### src/rtl/hazard_sb_if.sv
// Hazard scoreboard signal bundle: pipeline-stage register tags and
// control flags in, stall/flush/forward controls and MD status out.
// Ports:
//   master : drives the stage tags/flags, receives controls (pipeline side)
//   slave  : receives the stage tags/flags, drives controls (hazard_sb side)
interface hazard_sb_if #(
    parameter int unsigned AW    = 5,
    parameter int unsigned CNT_W = 16
);
    logic [AW-1:0]    rsD;
    logic [AW-1:0]    rtD;
    logic [AW-1:0]    rsE;
    logic [AW-1:0]    rtE;
    logic [AW-1:0]    waddrE;
    logic [AW-1:0]    waddrM;
    logic [AW-1:0]    waddrW;
    logic             regwriteE;
    logic             regwriteM;
    logic             regwriteW;
    logic             memtoRegE;
    logic             memtoRegM;
    logic             branchD;
    logic             mdD;
    logic             hiloRdD;
    logic             excM;
    logic             clr_cnt;

    logic             stallF;
    logic             stallD;
    logic             flushD;
    logic             flushE;
    logic             flushM;
    logic             forwardAD;
    logic             forwardBD;
    logic [1:0]       forwardAE;
    logic [1:0]       forwardBE;
    logic             md_busy;
    logic             md_done;
    logic [CNT_W-1:0] stall_cnt;

    modport master (
        output rsD, rtD, rsE, rtE, waddrE, waddrM, waddrW,
               regwriteE, regwriteM, regwriteW, memtoRegE, memtoRegM,
               branchD, mdD, hiloRdD, excM, clr_cnt,
        input  stallF, stallD, flushD, flushE, flushM,
               forwardAD, forwardBD, forwardAE, forwardBE,
               md_busy, md_done, stall_cnt
    );

    modport slave (
        input  rsD, rtD, rsE, rtE, waddrE, waddrM, waddrW,
               regwriteE, regwriteM, regwriteW, memtoRegE, memtoRegM,
               branchD, mdD, hiloRdD, excM, clr_cnt,
        output stallF, stallD, flushD, flushE, flushM,
               forwardAD, forwardBD, forwardAE, forwardBE,
               md_busy, md_done, stall_cnt
    );
endinterface

### src/rtl/hazard_sb.sv
// Pipeline hazard scoreboard: operand forwarding selects for D and E,
// load-use / branch / mul-div stall detection, exception flushes, a
// multi-cycle MD-unit occupancy counter and a saturating stall counter.
// Ports:
//   clk    : sole clock, rising edge
//   resetn : asynchronous active-low reset
//   hz     : hazard_sb_if.slave bundle (stage tags in, controls out)
// Forwarding and stall/flush outputs are combinational; md_busy/md_done
// decode the registered MD counter; stall_cnt is registered.
module hazard_sb #(
    parameter int unsigned AW     = 5,
    parameter int unsigned MD_LAT = 4,
    parameter int unsigned CNT_W  = 16
) (
    input  logic       clk,
    input  logic       resetn,
    hazard_sb_if.slave hz
);
    localparam int unsigned MD_CNT_W = 4;

    logic [MD_CNT_W-1:0] md_cnt;
    logic [CNT_W-1:0]    stall_cnt_q;

    logic lwstall;
    logic brstall;
    logic mdstall;
    logic stall_any;
    logic md_busy_c;
    logic md_done_c;
    logic stall_d_c;

    // Register 0 is hardwired zero, so it never matches a producer.
    function automatic logic match(input logic [AW-1:0] a, input logic [AW-1:0] b);
        return (a != '0) && (a == b);
    endfunction

    // Forwarding selects: M has priority over W in E.
    always_comb begin
        hz.forwardAE = 2'b00;
        hz.forwardBE = 2'b00;
        if (match(hz.rsE, hz.waddrM) && hz.regwriteM)
            hz.forwardAE = 2'b10;
        else if (match(hz.rsE, hz.waddrW) && hz.regwriteW)
            hz.forwardAE = 2'b01;
        if (match(hz.rtE, hz.waddrM) && hz.regwriteM)
            hz.forwardBE = 2'b10;
        else if (match(hz.rtE, hz.waddrW) && hz.regwriteW)
            hz.forwardBE = 2'b01;
        hz.forwardAD = match(hz.rsD, hz.waddrM) && hz.regwriteM;
        hz.forwardBD = match(hz.rtD, hz.waddrM) && hz.regwriteM;
    end

    assign md_busy_c = (md_cnt != '0);
    assign md_done_c = (md_cnt == MD_CNT_W'(1));

    // Stall sources; an op waiting on the MD unit may go in the done cycle.
    always_comb begin
        lwstall = hz.memtoRegE && hz.regwriteE &&
                  (match(hz.rsD, hz.waddrE) || match(hz.rtD, hz.waddrE));
        brstall = hz.branchD &&
                  ((hz.regwriteE && (match(hz.rsD, hz.waddrE) || match(hz.rtD, hz.waddrE))) ||
                   (hz.memtoRegM && (match(hz.rsD, hz.waddrM) || match(hz.rtD, hz.waddrM))));
        mdstall = md_busy_c && !md_done_c && (hz.mdD || hz.hiloRdD);
        stall_any = lwstall || brstall || mdstall;
    end

    // An exception in M overrides every stall and flushes D/E/M.
    always_comb begin
        stall_d_c = stall_any && !hz.excM;
        hz.stallF = stall_d_c;
        hz.stallD = stall_d_c;
        hz.flushD = hz.excM;
        hz.flushE = hz.excM || stall_any;
        hz.flushM = hz.excM;
    end

    // MD occupancy: load on issue from D, count down to zero, kill on exception.
    always_ff @(posedge clk or negedge resetn) begin
        if (!resetn)
            md_cnt <= '0;
        else if (hz.excM)
            md_cnt <= '0;
        else if (hz.mdD && !stall_d_c)
            md_cnt <= MD_CNT_W'(MD_LAT);
        else if (md_cnt != '0)
            md_cnt <= md_cnt - MD_CNT_W'(1);
    end

    // Saturating stall-cycle counter; clear wins over increment.
    always_ff @(posedge clk or negedge resetn) begin
        if (!resetn)
            stall_cnt_q <= '0;
        else if (hz.clr_cnt)
            stall_cnt_q <= '0;
        else if (stall_d_c && (stall_cnt_q != '1))
            stall_cnt_q <= stall_cnt_q + CNT_W'(1);
    end

    assign hz.md_busy   = md_busy_c;
    assign hz.md_done   = md_done_c;
    assign hz.stall_cnt = stall_cnt_q;
endmodule

### src/flat_wrapper.sv
// flat-port wrapper written by rule: the top's interface ports become plain ports
module hazard_sb_flat 
#(
    parameter int unsigned AW     = 5,
    parameter int unsigned MD_LAT = 4,
    parameter int unsigned CNT_W  = 16
)
  (clk, resetn, hz_rsD, hz_rtD, hz_rsE, hz_rtE, hz_waddrE, hz_waddrM, hz_waddrW, hz_regwriteE, hz_regwriteM, hz_regwriteW, hz_memtoRegE, hz_memtoRegM, hz_branchD, hz_mdD, hz_hiloRdD, hz_excM, hz_clr_cnt, hz_stallF, hz_stallD, hz_flushD, hz_flushE, hz_flushM, hz_forwardAD, hz_forwardBD, hz_forwardAE, hz_forwardBE, hz_md_busy, hz_md_done, hz_stall_cnt);
  hazard_sb_if #(.AW(AW), .CNT_W(CNT_W)) hz_i ();
  input  logic clk;
  input  logic resetn;
  input wire logic [$bits(hz_i.rsD)-1:0] hz_rsD;
  input wire logic [$bits(hz_i.rtD)-1:0] hz_rtD;
  input wire logic [$bits(hz_i.rsE)-1:0] hz_rsE;
  input wire logic [$bits(hz_i.rtE)-1:0] hz_rtE;
  input wire logic [$bits(hz_i.waddrE)-1:0] hz_waddrE;
  input wire logic [$bits(hz_i.waddrM)-1:0] hz_waddrM;
  input wire logic [$bits(hz_i.waddrW)-1:0] hz_waddrW;
  input wire logic [$bits(hz_i.regwriteE)-1:0] hz_regwriteE;
  input wire logic [$bits(hz_i.regwriteM)-1:0] hz_regwriteM;
  input wire logic [$bits(hz_i.regwriteW)-1:0] hz_regwriteW;
  input wire logic [$bits(hz_i.memtoRegE)-1:0] hz_memtoRegE;
  input wire logic [$bits(hz_i.memtoRegM)-1:0] hz_memtoRegM;
  input wire logic [$bits(hz_i.branchD)-1:0] hz_branchD;
  input wire logic [$bits(hz_i.mdD)-1:0] hz_mdD;
  input wire logic [$bits(hz_i.hiloRdD)-1:0] hz_hiloRdD;
  input wire logic [$bits(hz_i.excM)-1:0] hz_excM;
  input wire logic [$bits(hz_i.clr_cnt)-1:0] hz_clr_cnt;
  output wire logic [$bits(hz_i.stallF)-1:0] hz_stallF;
  output wire logic [$bits(hz_i.stallD)-1:0] hz_stallD;
  output wire logic [$bits(hz_i.flushD)-1:0] hz_flushD;
  output wire logic [$bits(hz_i.flushE)-1:0] hz_flushE;
  output wire logic [$bits(hz_i.flushM)-1:0] hz_flushM;
  output wire logic [$bits(hz_i.forwardAD)-1:0] hz_forwardAD;
  output wire logic [$bits(hz_i.forwardBD)-1:0] hz_forwardBD;
  output wire logic [$bits(hz_i.forwardAE)-1:0] hz_forwardAE;
  output wire logic [$bits(hz_i.forwardBE)-1:0] hz_forwardBE;
  output wire logic [$bits(hz_i.md_busy)-1:0] hz_md_busy;
  output wire logic [$bits(hz_i.md_done)-1:0] hz_md_done;
  output wire logic [$bits(hz_i.stall_cnt)-1:0] hz_stall_cnt;
  assign hz_i.rsD = hz_rsD;
  assign hz_i.rtD = hz_rtD;
  assign hz_i.rsE = hz_rsE;
  assign hz_i.rtE = hz_rtE;
  assign hz_i.waddrE = hz_waddrE;
  assign hz_i.waddrM = hz_waddrM;
  assign hz_i.waddrW = hz_waddrW;
  assign hz_i.regwriteE = hz_regwriteE;
  assign hz_i.regwriteM = hz_regwriteM;
  assign hz_i.regwriteW = hz_regwriteW;
  assign hz_i.memtoRegE = hz_memtoRegE;
  assign hz_i.memtoRegM = hz_memtoRegM;
  assign hz_i.branchD = hz_branchD;
  assign hz_i.mdD = hz_mdD;
  assign hz_i.hiloRdD = hz_hiloRdD;
  assign hz_i.excM = hz_excM;
  assign hz_i.clr_cnt = hz_clr_cnt;
  assign hz_stallF = hz_i.stallF;
  assign hz_stallD = hz_i.stallD;
  assign hz_flushD = hz_i.flushD;
  assign hz_flushE = hz_i.flushE;
  assign hz_flushM = hz_i.flushM;
  assign hz_forwardAD = hz_i.forwardAD;
  assign hz_forwardBD = hz_i.forwardBD;
  assign hz_forwardAE = hz_i.forwardAE;
  assign hz_forwardBE = hz_i.forwardBE;
  assign hz_md_busy = hz_i.md_busy;
  assign hz_md_done = hz_i.md_done;
  assign hz_stall_cnt = hz_i.stall_cnt;
  hazard_sb #(.AW(AW), .MD_LAT(MD_LAT), .CNT_W(CNT_W)) u_core (.clk(clk), .resetn(resetn), .hz(hz_i));
endmodule
### config.mk
export PLATFORM = sky130hd
export DESIGN_NAME = hazard_sb_flat
export DESIGN_NICKNAME = d
export VERILOG_FILES = /design/src/rtl/hazard_sb_if.sv /design/src/rtl/hazard_sb.sv /design/src/flat_wrapper.sv
export SDC_FILE = /design/constraint.sdc
export NUM_CORES = 1
export LEC_CHECK = 0
export CORE_AREA = 3 3 65 127
export DETAILED_ROUTE_END_ITERATION = 10
export DIE_AREA = 0 0 68 130
export PLACE_DENSITY = 0.52
export SLEW_MARGIN = 20
export SYNTH_ARGS = -nofsm -noshare
export SYNTH_HDL_FRONTEND = slang
export SYNTH_SLANG_ARGS = --single-unit
### constraint.sdc
create_clock -name clk -period 2.9 [get_ports clk]
set_input_delay 0.29 -clock clk [delete_from_list [all_inputs] [get_ports clk]]
set_output_delay 0.29 -clock clk [all_outputs]
set_load 0.1 [all_outputs]
==> impl_metrics.yaml <==
place:
  placed_area_um2: 2680
  dp_cells: 367
  gp_congestion: 0.804
  io_buffers: 75
  preCtsSetupSlack_ns: 0.104
  hpwlAfterDp_mm: 4.79
sta:
  tightest_slew_ns: 0.715
  rsz0062_at_grt: "no"
  min_period_ns: 2.72
  relSlewSlack_pct: 52.2
  worst_slack_ns: 0.178
  setup_viol: 0
  drv_slew: 0
  fmax_mhz: 367
  hold-worst-slack_ns: 0.384
  fin_skew_ns: 0.00291
  finalHoldViolCount: 0
  timing.final.crit_share_pct: 93.9
die:
  initial_core_util_pct: 24.6
  core_um2: 7380
  top_level_ports: 76
  die_w_um: 68
  die_y_um: 130
  die_area_um2: 8840
  std_cell_rows: 44
critical_path:
  arrival_ns: 2.43
  reg2reg_depth: 6
  end_kind: "primary output"
  worstPathMaxFanout: 15
  critPathKind: "input pin to primary output"
  cp.required_ns: 2.61
  cp-start-kind: "input pin"
  rr_endpoint: "u_core.hz.stall_cnt[5]"
  r2r-start: "u_core.hz.stall_cnt[3]"
  r2r_slack_ns: 0.51
finish:
  final_common_cell: "clkdlybuf4s50_1"
  drive_gt1_share_pct: 18.9
  design_area_um2: 2770
  final_cell_mix: "46 x clkdlybuf4s50_1, 29 x xnor2_1, 26 x buf_4"
  diodes: 0
  area_delta_synth_final_pct: 52.9
  nets: 332
  instances_no_fill: 372
  final_util_pct: 37.6
global_routing:
  grt_max_degree: 31
  grt_pass1_vias: 1851
  grt_pass1_wl_mm: 8.75
  antenna_found_initial: 0
  grt_overflow: 0
  track_usage_pct: 13.2
synthesis:
  synthSimpleGateAreaFrac_pct: 28.5
  async_reset_ff_share_pct: 100
  ys_ff_latch: 20
  synth.distinct_cells: 42
  seq_area_frac_synth_pct: 27.6
  synth_area_um2: 1810
  synthAdderAreaFrac_pct: 2.07
  dominantRegCellSynth: "dfrtp_1"
  synth_compound_area_share_pct: 13.5
  syn_nets: 261
  synth-warning-count: 0
  synth_top_family_by_area: "simple AND/OR/NAND/NOR gates"
  synthMuxAreaShare_pct: 1.86
  avgSynthCellArea_um2: 8.60
  synth-edff-count: 0
  syn_inst: 211
  synth_xor_area_share_pct: 19.8
cts:
  cts_buffer_depth: 2
  cts_buffers: 3
  htree_levels: 1
  cts_tree: "built"
  insertion_delay_ns: 0.26
  cts_sinks: 20
  cts_root_buf: "clkbuf_16"
  clk_transition_reported_paths_ns: 0.06
  cts_hold_buf: 0
drt:
  ant_nets: 0
  vias: 1882
  wl_mm: 5.91
  vias_per_cell: 5.06
  drt_iter0_drc: 173
  wire_per_inst_um: 15.9
  drt_first_pass_iters: 4
  drc: 0
pwr:
  power.density_nw_per_um2: 527
  p_leak_nw: 1.06
  irDropWorstVdd_v: 0.000270
outcome:
  status: "finished, final reports clean"
run:
  maxCapViolCount: 0
worst_hold_path:
  hold_class: "input pin to asynchronous set/reset pin"
==> sequential cells by signal, indices dropped and copies added (netlist names) <==
| signal | count |
|---|---|
| u_core.md_cnt | 4 |
| u_core.hz.stall_cnt | 16 |
==> worst max-delay path by stage <==
stage | start | cells past startpoint | endpoint
final | hz_rsD[0] | 8 | hz_stallF
after global placement | hz_rtD[0] | 8 | hz_stallF
after CTS | hz_rsD[0] | 8 | hz_stallF
after floorplan | hz_rtE[0] | 4 | hz_forwardBE[0]
after global routing | hz_rsD[0] | 8 | hz_stallD
after detailed placement | hz_rsD[0] | 8 | hz_stallF
==> worst max-delay path, stage by stage <==
cell and delay, ns:
clkdlybuf4s50_1 0.47, or4_1 0.56, nor2_2 0.14, nor4_2 0.08, o2111ai_2 0.24, and3_4 0.33, inv_1 0.13, buf_12 0.19
==> cells by family after synthesis <==
| kind of cell | count (synthesis) |
|---|---|
| DFF | 20 |
| muxes | 3 |
| adders and majority gates | 3 |
| and+or+nand+nor | 87 |
| AOI/OAI and AO/OA | 35 |
| xor gates and xnor gates | 41 |
| buffers and inverters | 22 |
==> cell usage after synthesis, drive strengths merged (7+ instances only) <==
cell	instances	area, µm²
dfrtp	20	500
inv	8	30.0
o21ai	7	35.0
or4	7	52.6
nand2	8	30.0
nand3	11	55.1
nor2	14	55.1
nand4	8	50.1
xnor2	29	254
a21oi	9	45.0
nor4	8	62.6
xor2	12	105
buf	9	72.6
==> final cells by class <==
class | count | area (µm²)
fillers | 774 | 4600
well taps | 92 | 115
flip-flops and latches | 20 | 500
multi-input cells | 170 | 1260
inverters | 8 | 30.0
repair buffers | 79 | 796
clock buffers | 3 | 75.1
==> through the flow <==
| stage | total power [mW] | setup TNS [ns] |
|---|---|---|
| global placement | 1.17 | 0 |
| finish | 1.46 | 0 |
| detailed placement | 1.18 | 0 |
| CTS | 1.46 | 0 |
| global route | 1.54 | 0 |
| floorplan | 0.940 | -0.376 |
==> per-layer routing <==
| layer | vias up | track usage, % | part of all wire [%] |
|---|---|---|---|
| li1 | 916 | - | - |
| met1 | 867 | 11.8 | 32 |
| met2 | 91 | 27.2 | 59 |
| met3 | 8 | 2.07 | 7.6 |
| met4 | 0 | 5.28 | 1.9 |
| met5 | - | 0 | 0 |
==> what timing repair did <==
| action | CTS | global route |
|---|---|---|
| resized for setup | 0 | 1 |
| buffers inserted | 0 | 1 |
| hold endpoints to repair | 0 | 0 |
| setup endpoints to repair | 0 | 2 |
==> where the power goes <==
part | switching (mW) | internal [mW]
Combinational | 0.569 | 0.281
Clock | 0.104 | 0.182
Sequential | 0.0210 | 0.305
(Power assumes the default switching activity.)
